## src/rtl/boid_frame_sched_if.sv

```systemverilog
// Scheduler-side bundle: frame tick/overrun control in, memory/datapath strobes out.
// master = the scheduler itself, slave = its consumers (VGA timing, memory, datapath).
interface boid_frame_sched_if #(
   parameter int IW        = 2,
   parameter int WB_CYCLES = 7
);
   logic                 frame_tick;
   logic                 clr_overrun;
   logic [IW-1:0]        which_boid;
   logic                 rd_en;
   logic [IW-1:0]        rd_addr;
   logic                 rd_self;
   logic                 dp_clr;
   logic                 dp_en;
   logic [WB_CYCLES-1:0] wb_en;
   logic                 busy;
   logic                 done;
   logic                 overrun;
   logic [15:0]          frame_cnt;

   modport master (
      input  frame_tick, clr_overrun,
      output which_boid, rd_en, rd_addr, rd_self, dp_clr, dp_en, wb_en,
             busy, done, overrun, frame_cnt
   );

   modport slave (
      output frame_tick, clr_overrun,
      input  which_boid, rd_en, rd_addr, rd_self, dp_clr, dp_en, wb_en,
             busy, done, overrun, frame_cnt
   );
endinterface

```

## src/rtl/boid_frame_sched.sv

```systemverilog
// Frame scheduler: one O(N^2) boid update pass per frame tick
// (LOAD self, SCAN neighbours, DRAIN, WB strobes, NEXT boid, DONE).
module boid_frame_sched #(
   parameter int          NUM_BOIDS     = 2,
   parameter int          WB_CYCLES     = 7,
   parameter int          IW            = $clog2(NUM_BOIDS) + 1,
   parameter logic [15:0] FRAME_CNT_RST = 16'h0000
) (
   input  logic               clk,
   input  logic               reset,
   boid_frame_sched_if.master bus
);
   localparam int            WW        = $clog2(WB_CYCLES + 1);
   localparam logic [IW-1:0] LAST_BOID = IW'(NUM_BOIDS - 1);
   localparam logic [IW-1:0] LAST_SCAN = IW'(NUM_BOIDS - 2);
   localparam logic [WW-1:0] LAST_WB   = WW'(WB_CYCLES - 1);

   typedef enum logic [2:0] {
      S_IDLE, S_LOAD, S_SCAN, S_DRAIN, S_WB, S_NEXT, S_DONE
   } state_t;

   state_t        state_q, state_d;
   logic [IW-1:0] which_q, which_d;
   logic [IW-1:0] nbr_q, nbr_d, nbr_step;
   logic [IW-1:0] scan_q, scan_d;
   logic [WW-1:0] wb_q, wb_d;
   logic          dp_en_q;
   logic          overrun_q;
   logic [15:0]   frame_cnt_q;

   // Neighbour index after the current one, hopping over the self boid.
   always_comb begin
      nbr_step = nbr_q + 1'b1;
      if (nbr_step == which_q) nbr_step = nbr_q + IW'(2);
   end

   always_comb begin
      state_d     = state_q;
      which_d     = which_q;
      nbr_d       = nbr_q;
      scan_d      = scan_q;
      wb_d        = wb_q;
      bus.rd_en   = 1'b0;
      bus.rd_self = 1'b0;
      bus.rd_addr = '0;
      bus.dp_clr  = 1'b0;
      bus.wb_en   = '0;
      bus.done    = 1'b0;
      case (state_q)
         S_IDLE: begin
            if (bus.frame_tick) begin
               which_d = '0;
               state_d = S_LOAD;
            end
         end
         S_LOAD: begin
            bus.rd_en   = 1'b1;
            bus.rd_self = 1'b1;
            bus.rd_addr = which_q;
            bus.dp_clr  = 1'b1;
            nbr_d       = (which_q == '0) ? IW'(1) : '0;
            scan_d      = '0;
            state_d     = S_SCAN;
         end
         S_SCAN: begin
            bus.rd_en   = 1'b1;
            bus.rd_addr = nbr_q;
            nbr_d       = nbr_step;
            scan_d      = scan_q + 1'b1;
            if (scan_q == LAST_SCAN) state_d = S_DRAIN;
         end
         S_DRAIN: begin
            wb_d    = '0;
            state_d = S_WB;
         end
         S_WB: begin
            bus.wb_en = WB_CYCLES'(1) << wb_q;
            wb_d      = wb_q + 1'b1;
            if (wb_q == LAST_WB) state_d = S_NEXT;
         end
         S_NEXT: begin
            if (which_q == LAST_BOID) begin
               which_d = '0;
               state_d = S_DONE;
            end else begin
               which_d = which_q + 1'b1;
               state_d = S_LOAD;
            end
         end
         S_DONE: begin
            bus.done = 1'b1;
            state_d  = S_IDLE;
         end
         default: state_d = S_IDLE;
      endcase
   end

   // Memory data lands one cycle after each SCAN read, hence the delayed dp_en.
   always_ff @(posedge clk or negedge reset) begin
      if (!reset) begin
         state_q     <= S_IDLE;
         which_q     <= '0;
         nbr_q       <= '0;
         scan_q      <= '0;
         wb_q        <= '0;
         dp_en_q     <= 1'b0;
         overrun_q   <= 1'b0;
         frame_cnt_q <= FRAME_CNT_RST;
      end else begin
         state_q <= state_d;
         which_q <= which_d;
         nbr_q   <= nbr_d;
         scan_q  <= scan_d;
         wb_q    <= wb_d;
         dp_en_q <= (state_q == S_SCAN);
         if (state_q == S_DONE) frame_cnt_q <= frame_cnt_q + 16'd1;
         if (bus.frame_tick && (state_q != S_IDLE)) overrun_q <= 1'b1;
         else if (bus.clr_overrun)                  overrun_q <= 1'b0;
      end
   end

   assign bus.which_boid = which_q;
   assign bus.dp_en      = dp_en_q;
   assign bus.busy       = (state_q != S_IDLE);
   assign bus.overrun    = overrun_q;
   assign bus.frame_cnt  = frame_cnt_q;
endmodule

```

## src/flat_wrapper.sv

```systemverilog
// flat-port wrapper written by rule: the top's interface ports become plain ports
module boid_frame_sched_flat 
#(
   parameter int          NUM_BOIDS     = 2,
   parameter int          WB_CYCLES     = 7,
   parameter int          IW            = $clog2(NUM_BOIDS) + 1,
   parameter logic [15:0] FRAME_CNT_RST = 16'h0000
)
  (clk, reset, bus_frame_tick, bus_clr_overrun, bus_which_boid, bus_rd_en, bus_rd_addr, bus_rd_self, bus_dp_clr, bus_dp_en, bus_wb_en, bus_busy, bus_done, bus_overrun, bus_frame_cnt);
  boid_frame_sched_if #(.IW(IW), .WB_CYCLES(WB_CYCLES)) bus_i ();
  input  logic clk;
  input  logic reset;
  input wire logic [$bits(bus_i.frame_tick)-1:0] bus_frame_tick;
  input wire logic [$bits(bus_i.clr_overrun)-1:0] bus_clr_overrun;
  output wire logic [$bits(bus_i.which_boid)-1:0] bus_which_boid;
  output wire logic [$bits(bus_i.rd_en)-1:0] bus_rd_en;
  output wire logic [$bits(bus_i.rd_addr)-1:0] bus_rd_addr;
  output wire logic [$bits(bus_i.rd_self)-1:0] bus_rd_self;
  output wire logic [$bits(bus_i.dp_clr)-1:0] bus_dp_clr;
  output wire logic [$bits(bus_i.dp_en)-1:0] bus_dp_en;
  output wire logic [$bits(bus_i.wb_en)-1:0] bus_wb_en;
  output wire logic [$bits(bus_i.busy)-1:0] bus_busy;
  output wire logic [$bits(bus_i.done)-1:0] bus_done;
  output wire logic [$bits(bus_i.overrun)-1:0] bus_overrun;
  output wire logic [$bits(bus_i.frame_cnt)-1:0] bus_frame_cnt;
  assign bus_i.frame_tick = bus_frame_tick;
  assign bus_i.clr_overrun = bus_clr_overrun;
  assign bus_which_boid = bus_i.which_boid;
  assign bus_rd_en = bus_i.rd_en;
  assign bus_rd_addr = bus_i.rd_addr;
  assign bus_rd_self = bus_i.rd_self;
  assign bus_dp_clr = bus_i.dp_clr;
  assign bus_dp_en = bus_i.dp_en;
  assign bus_wb_en = bus_i.wb_en;
  assign bus_busy = bus_i.busy;
  assign bus_done = bus_i.done;
  assign bus_overrun = bus_i.overrun;
  assign bus_frame_cnt = bus_i.frame_cnt;
  boid_frame_sched #(.NUM_BOIDS(NUM_BOIDS), .WB_CYCLES(WB_CYCLES), .IW(IW), .FRAME_CNT_RST(FRAME_CNT_RST)) u_core (.clk(clk), .reset(reset), .bus(bus_i));
endmodule
```

## config.mk

```make
export PLATFORM = sky130hd
export DESIGN_NAME = boid_frame_sched_flat
export DESIGN_NICKNAME = d
export VERILOG_FILES = /design/src/rtl/boid_frame_sched_if.sv /design/src/rtl/boid_frame_sched.sv /design/src/flat_wrapper.sv
export SDC_FILE = /design/constraint.sdc
export NUM_CORES = 1
export LEC_CHECK = 0
export ABC_CLOCK_PERIOD_IN_PS = 3320
export BUFFER_PORTS_ARGS = -buffer_cell sky130_fd_sc_hd__buf_4
export CORE_MARGIN = 4
export CORE_UTILIZATION = 49
export CTS_BUF_LIST = sky130_fd_sc_hd__clkbuf_8 sky130_fd_sc_hd__clkbuf_16
export DETAILED_ROUTE_END_ITERATION = 6
export PLACE_DENSITY_LB_ADDON = 0.3
export SLEW_MARGIN = 0
export SYNTH_ARGS = -nofsm -noshare
export SYNTH_HDL_FRONTEND = slang
export SYNTH_SLANG_ARGS = --single-unit
```

## constraint.sdc

```tcl
create_clock -name clk -period 3.32 [get_ports clk]
set_input_delay 0.166 -clock clk [delete_from_list [all_inputs] [get_ports clk]]
set_output_delay 0.166 -clock clk [all_outputs]
set_load 0.05 [all_outputs]
```

Word level (Yosys, flattened, before mapping)
Index checks and enable logic that the tools add are counted.

storage, ports and cells
  output and inout port bits = 34
  input port bits = 4
  register bits = 30

cells by class
  eq/ne operators = 12
  muxes and demuxes = 20
  reduce and logical (&&, ||, !) cells = 12
  add/subtract/negate cells = 6
  shift operators = 1

operator list
  kind                   count
  $pmux 3 s6             1
  $add 16x1->16 const B  1
  $pmux 2 s2             4
  $eq 3x3->1 const B     4
  $mux 3                 4
  $reduce_bool 2->1      4
  $mux 7                 1
  $shl 1x3->7 const A    1
  $add 2x1->2 const B    3
  $eq 3x2->1 const B     2
  $mux 1                 6
  $mux 2                 3
  $pmux 3 s2             1
  $logic_not 2->1        2
  $ne 2x1->1 const B     2
  $add 3x1->3 const B    1
  $eq 3x1->1 const B     1
  $logic_not 3->1        1
  $reduce_and 3->1       1
  $reduce_bool 3->1      1
  $add 2x2->2 const B    1
  $eq 2x1->1 const B     1
  $eq 2x2->1             1
  $ne 2x2->1 const B     1
  3 further kinds        3

Depth between registers and ports, before layout
  depth after elaboration = 4
  mapped depth = 6
  gate-level depth less buffers = 6

Least setup slack after synthesis
Ideal clock, no wire load.

  path type = register to register
  from = reg u_core.state_q[1]
  to = reg u_core.nbr_q[0]
  arrival time = 2725 ps
  path buffers = 1
  path slack = 514 ps
  setup time = 81 ps
  period minus slack after synthesis = 2806 ps
  stages on the path, launching flop included = 7
  required time = 3239 ps
  path through = dfrtp_1 buf_2 nor3b_1 nor2_1 inv_2 o21ai_0 o21ai_1

on the way
  longest elaborated chain between the ends = 2
  elaborated cells between the ends (all ways) = 4

ends and longest elaborated chain
  what                                                    RTL line                 text
  from (decl)                                             boid_frame_sched.sv:22   state_t state_q, state_d;
  from (signal assigned)                                  boid_frame_sched.sv:110  state_q <= state_d;
  $eq 3x2->1 / $eq 3x1->1 (equally long branches)         boid_frame_sched.sv:49   case (state_q)
  $pmux 2 s2 / $reduce_bool 2->1 (equally long branches)  --
  to (signal assigned)                                    boid_frame_sched.sv:112  nbr_q <= nbr_d;
  to (decl)                                               boid_frame_sched.sv:24   logic [IW-1:0] nbr_q, nbr_d, nbr_step;

Parallel ways exist; a longest one is shown, timed or not.
A chain may end at the register's enable or synchronous reset.

Worst setup path after layout
  from = reg u_core.state_q[0]
  to = out bus_rd_en

on the way
  longest elaborated chain between the ends = 3
  elaborated cells between the ends (all ways) = 4

ends and longest elaborated chain
  what                                             RTL line                text
  $eq 3x1->1 / $eq 3x2->1 (equally long branches)  boid_frame_sched.sv:49
  $reduce_or 2->1 (no source line) *               --
  $mux 1 *                                         boid_frame_sched.sv:49
  to (decl)                                        flat_wrapper.sv:16      output wire logic [$bits(bus_i.rd_en)-1:0] bus_rd_en;

Mark *: on every way between the ends. The rest lies on a longest branch, timed or not.

==> impl_metrics.tcl <==
set metrics [dict create \
    row_count 20 \
    skew_ns 0.00529 \
    grt_max_degree 31 \
    post_cts_buffers 0 \
    outcome "completed" \
    hold_class "in -> reg" \
    place_area_um2 1870 \
    cp_num_buf_inv 2 \
    synth_top_area_share_pct 48.1 \
    crit_chain "nor3b_1, nor2_1, inv_2, buf_4" \
    yosysMostFrequentCell "dfrtp_1" \
    cts_tree "yes" \
    finalHoldViolCount 0 \
    period_minus_slack_ns 2.29 \
    cp_max_fo 17 \
    place.port_buffers 37 \
    n_antenna_cell 0 \
    tns_ns 0 \
    path_clk_slew_ns 0.06 \
    synth_nets 169 \
    clock.fmax_mhz 437 \
    maxCapViolCount 0 \
    powerDensity_nw_per_um2 823 \
    synth_edf_count 0 \
    drive_above_1_share_pct 27.1 \
    start_kind "flip-flop" \
    finalInstanceArea_um2 1970 \
    synth_area_leaders "dfrtp_1 (48%), ha_1 (5.6%), xnor2_1 (5.1%)" \
    startpoint "u_core.state_q[0]$_DFFE_PN0P_" \
    finalMaxSlewViolations 0 \
    h-tree-depth 2 \
    total_leakage_power_nw 1.01 \
    nFillCells 268 \
    setup_violations 0 \
    synth_seq_cells 30 \
    core-area_um2 3050 \
    critical_path.top_delay_family "simple AND/OR/NAND/NOR gates" \
    grt-ovfl-total 0 \
    yosysSeqAreaShare_pct 48.1 \
    r2r-start "u_core.state_q[0]$_DFFE_PN0P_" \
    cts_sinks 30 \
    final_util_pct 64.5 \
    antenna_found_initial 0 \
    clk_path_buf_depth 2 \
    die_x_um 64.4 \
    r2r_end "u_core.nbr_q[0]$_DFFE_PN0P_" \
    clk_latency_ns 0.28 \
    cpMaxStageDelayCell "nor3b_1" \
    grt_pass1_wl_mm 5.40 \
    io_pins 38 \
    num_vias 1264 \
    synth_ff_type "dfrtp_1" \
    min_to "u_core.bus.overrun$_DFFE_PN0P_" \
    ys_async_sr_fraction_pct 100 \
    worstRegToRegCells 4 \
    start_util_pct 51.1 \
    synth_cell_types 40 \
    slowest_delay_ns 0.69 \
    yosys_warnings 0 \
    holdPathStages 2 \
    synth_common_cells "dfrtp_1 (30), nand2_1 (17), nor2_1 (11)" \
    area_growth_pct 26.3 \
    die-area_um2 4150 \
    yosysTopAreaCell "dfrtp_1" \
    grt.total_usage_pct 16.8 \
    slew_headroom_pct 48.7 \
    die_y_um 64.4 \
    syn_area_per_cell_um2 9.87 \
    reg2reg_slack_ns 1.39 \
    wl_per_cell_um 13.2 \
    drc 0 \
    fin_ws_ns 1.03 \
    min_from "bus_frame_tick" \
    routed_wl_mm 3.21 \
    first_global_vias 1249 \
    gp_congestion 0.804 \
    dr.pass1.iters 4 \
    tightest_slew_ns 0.768 \
    post-place-ws_ns 1.39 \
    crit_required_ns 3.15 \
    clock-root-buffer "clkbuf_8" \
    cts_made_buffers 5 \
    critical_path_class "reg -> out" \
    via_per_inst 5.20 \
    worstPathArrival_ns 2.12 \
    drtAntennaViolNets 0 \
    drt_iter0_markers 57 \
    critPathCaptureType "output pin" \
    hold_ws_ns 0.143 \
    nets 209 \
    dp_hpwl_mm 2.39 \
    irDropWorstVdd_mv 0.556 \
    rsz0062_at_grt "no" \
    netlist_area_um2 1560 \
    post-route-period-util_pct 68.9 \
    synthesis.instances 158 \
]
layout make-up:
| type | instances | area, µm² | area share (%) |
|---|---|---|---|
| inverters | 12 | 45.0 | 2.29 |
| repair buffers | 38 | 288 | 14.6 |
| multi-input cells | 111 | 741 | 37.6 |
| flip-flops and latches | 30 | 751 | 38.1 |
| clock inverters | 2 | 8.76 | 0.444 |
| clock buffers | 6 | 82.6 | 4.19 |
| well taps | 44 | 55.1 | 2.79 |
flip-flops by register name (all words and copies together), names as in the netlist:
register	count
u_core.nbr_q	2
u_core.bus.which_boid	2
u_core.bus.dp_en	1
u_core.state_q	3
u_core.bus.overrun	1
u_core.bus.frame_cnt	16
u_core.wb_q	3
u_core.scan_q	2
power breakdown:
part	total, mW	leakage, nW	switching [mW]	internal, mW
Sequential	0.567	0.398	0.122	0.445
Clock	0.293	0.0524	0.129	0.164
Combinational	0.761	0.555	0.508	0.253
Total	1.62	1.01	0.760	0.862
how the worst max path moves through the flow:
stage	endpoint	slack [ns]	cells after the start
global route	bus_rd_en	0.88	4
global placement	u_core.bus.frame_cnt[15]$_DFFE_PN0P_	1.55	4
CTS	bus_rd_en	1.07	4
floorplan	u_core.nbr_q[0]$_DFFE_PN0P_	0.51	6
finish	bus_rd_en	1.03	4
detailed placement	bus_rd_en	1.39	4
kinds of logic (layout without fill, tap and decap cells):
| kind of cell | Yosys count | after routing | share of synthesized area (%) |
|---|---|---|---|
| muxes | 3 | 3 | 2.00 |
| and+or+nand+nor | 58 | 58 | 20.0 |
| buffers and inverters | 17 | 58 | 4.41 |
| DFF | 30 | 30 | 48.1 |
| xor gates and xnor gates | 16 | 16 | 8.98 |
| AOI/OAI and AO/OA | 27 | 27 | 10.9 |
| adders and majority gates | 7 | 7 | 5.61 |
worst register-to-register path, delay by kind of cell (launching register included):
family	cells	cell delay, ns
AO/OA/AOI/OAI	2	0.32
AND/OR/NAND/NOR	2	0.89
flip-flops	1	0.61
metal layers:
layer,GRT usage [%],vias up,wire length (µm)
li1,-,621,-
met1,18.7,607,1390
met2,29.0,31,1610
met3,5.55,5,169
met4,7.39,0,42
met5,0,-,0
metrics by stage:
step                      cells  power, mW
after floorplan             158       1.12
after global placement      234       1.30
after detailed placement    234       1.34
after CTS                   243       1.64
after global routing        243       1.73
final                       243       1.62
layout by cell type, fill, tap and decap left out, types with 2 or more instances in the layout:
cell	instances
a211oi_1	2
a21oi_1	6
a22o_1	2
and3_1	7
buf_4	37
clkbuf_8	6
dfrtp_1	30
ha_1	7
inv_1	11
inv_2	2
mux2i_1	2
nand2_1	17
nand2b_1	4
nand3_1	3
nand4_1	3
nor2_1	11
nor2_2	2
nor3b_1	2
o21ai_0	8
o22ai_1	2
xnor2_1	9
xor2_1	7
repair_timing:
item | in CTS | in global routing
hold buffers | 1 | 0
hold endpoints to repair | 30 | 0
resized for setup | 0 | 0
Power figures use the tool's default switching activity.
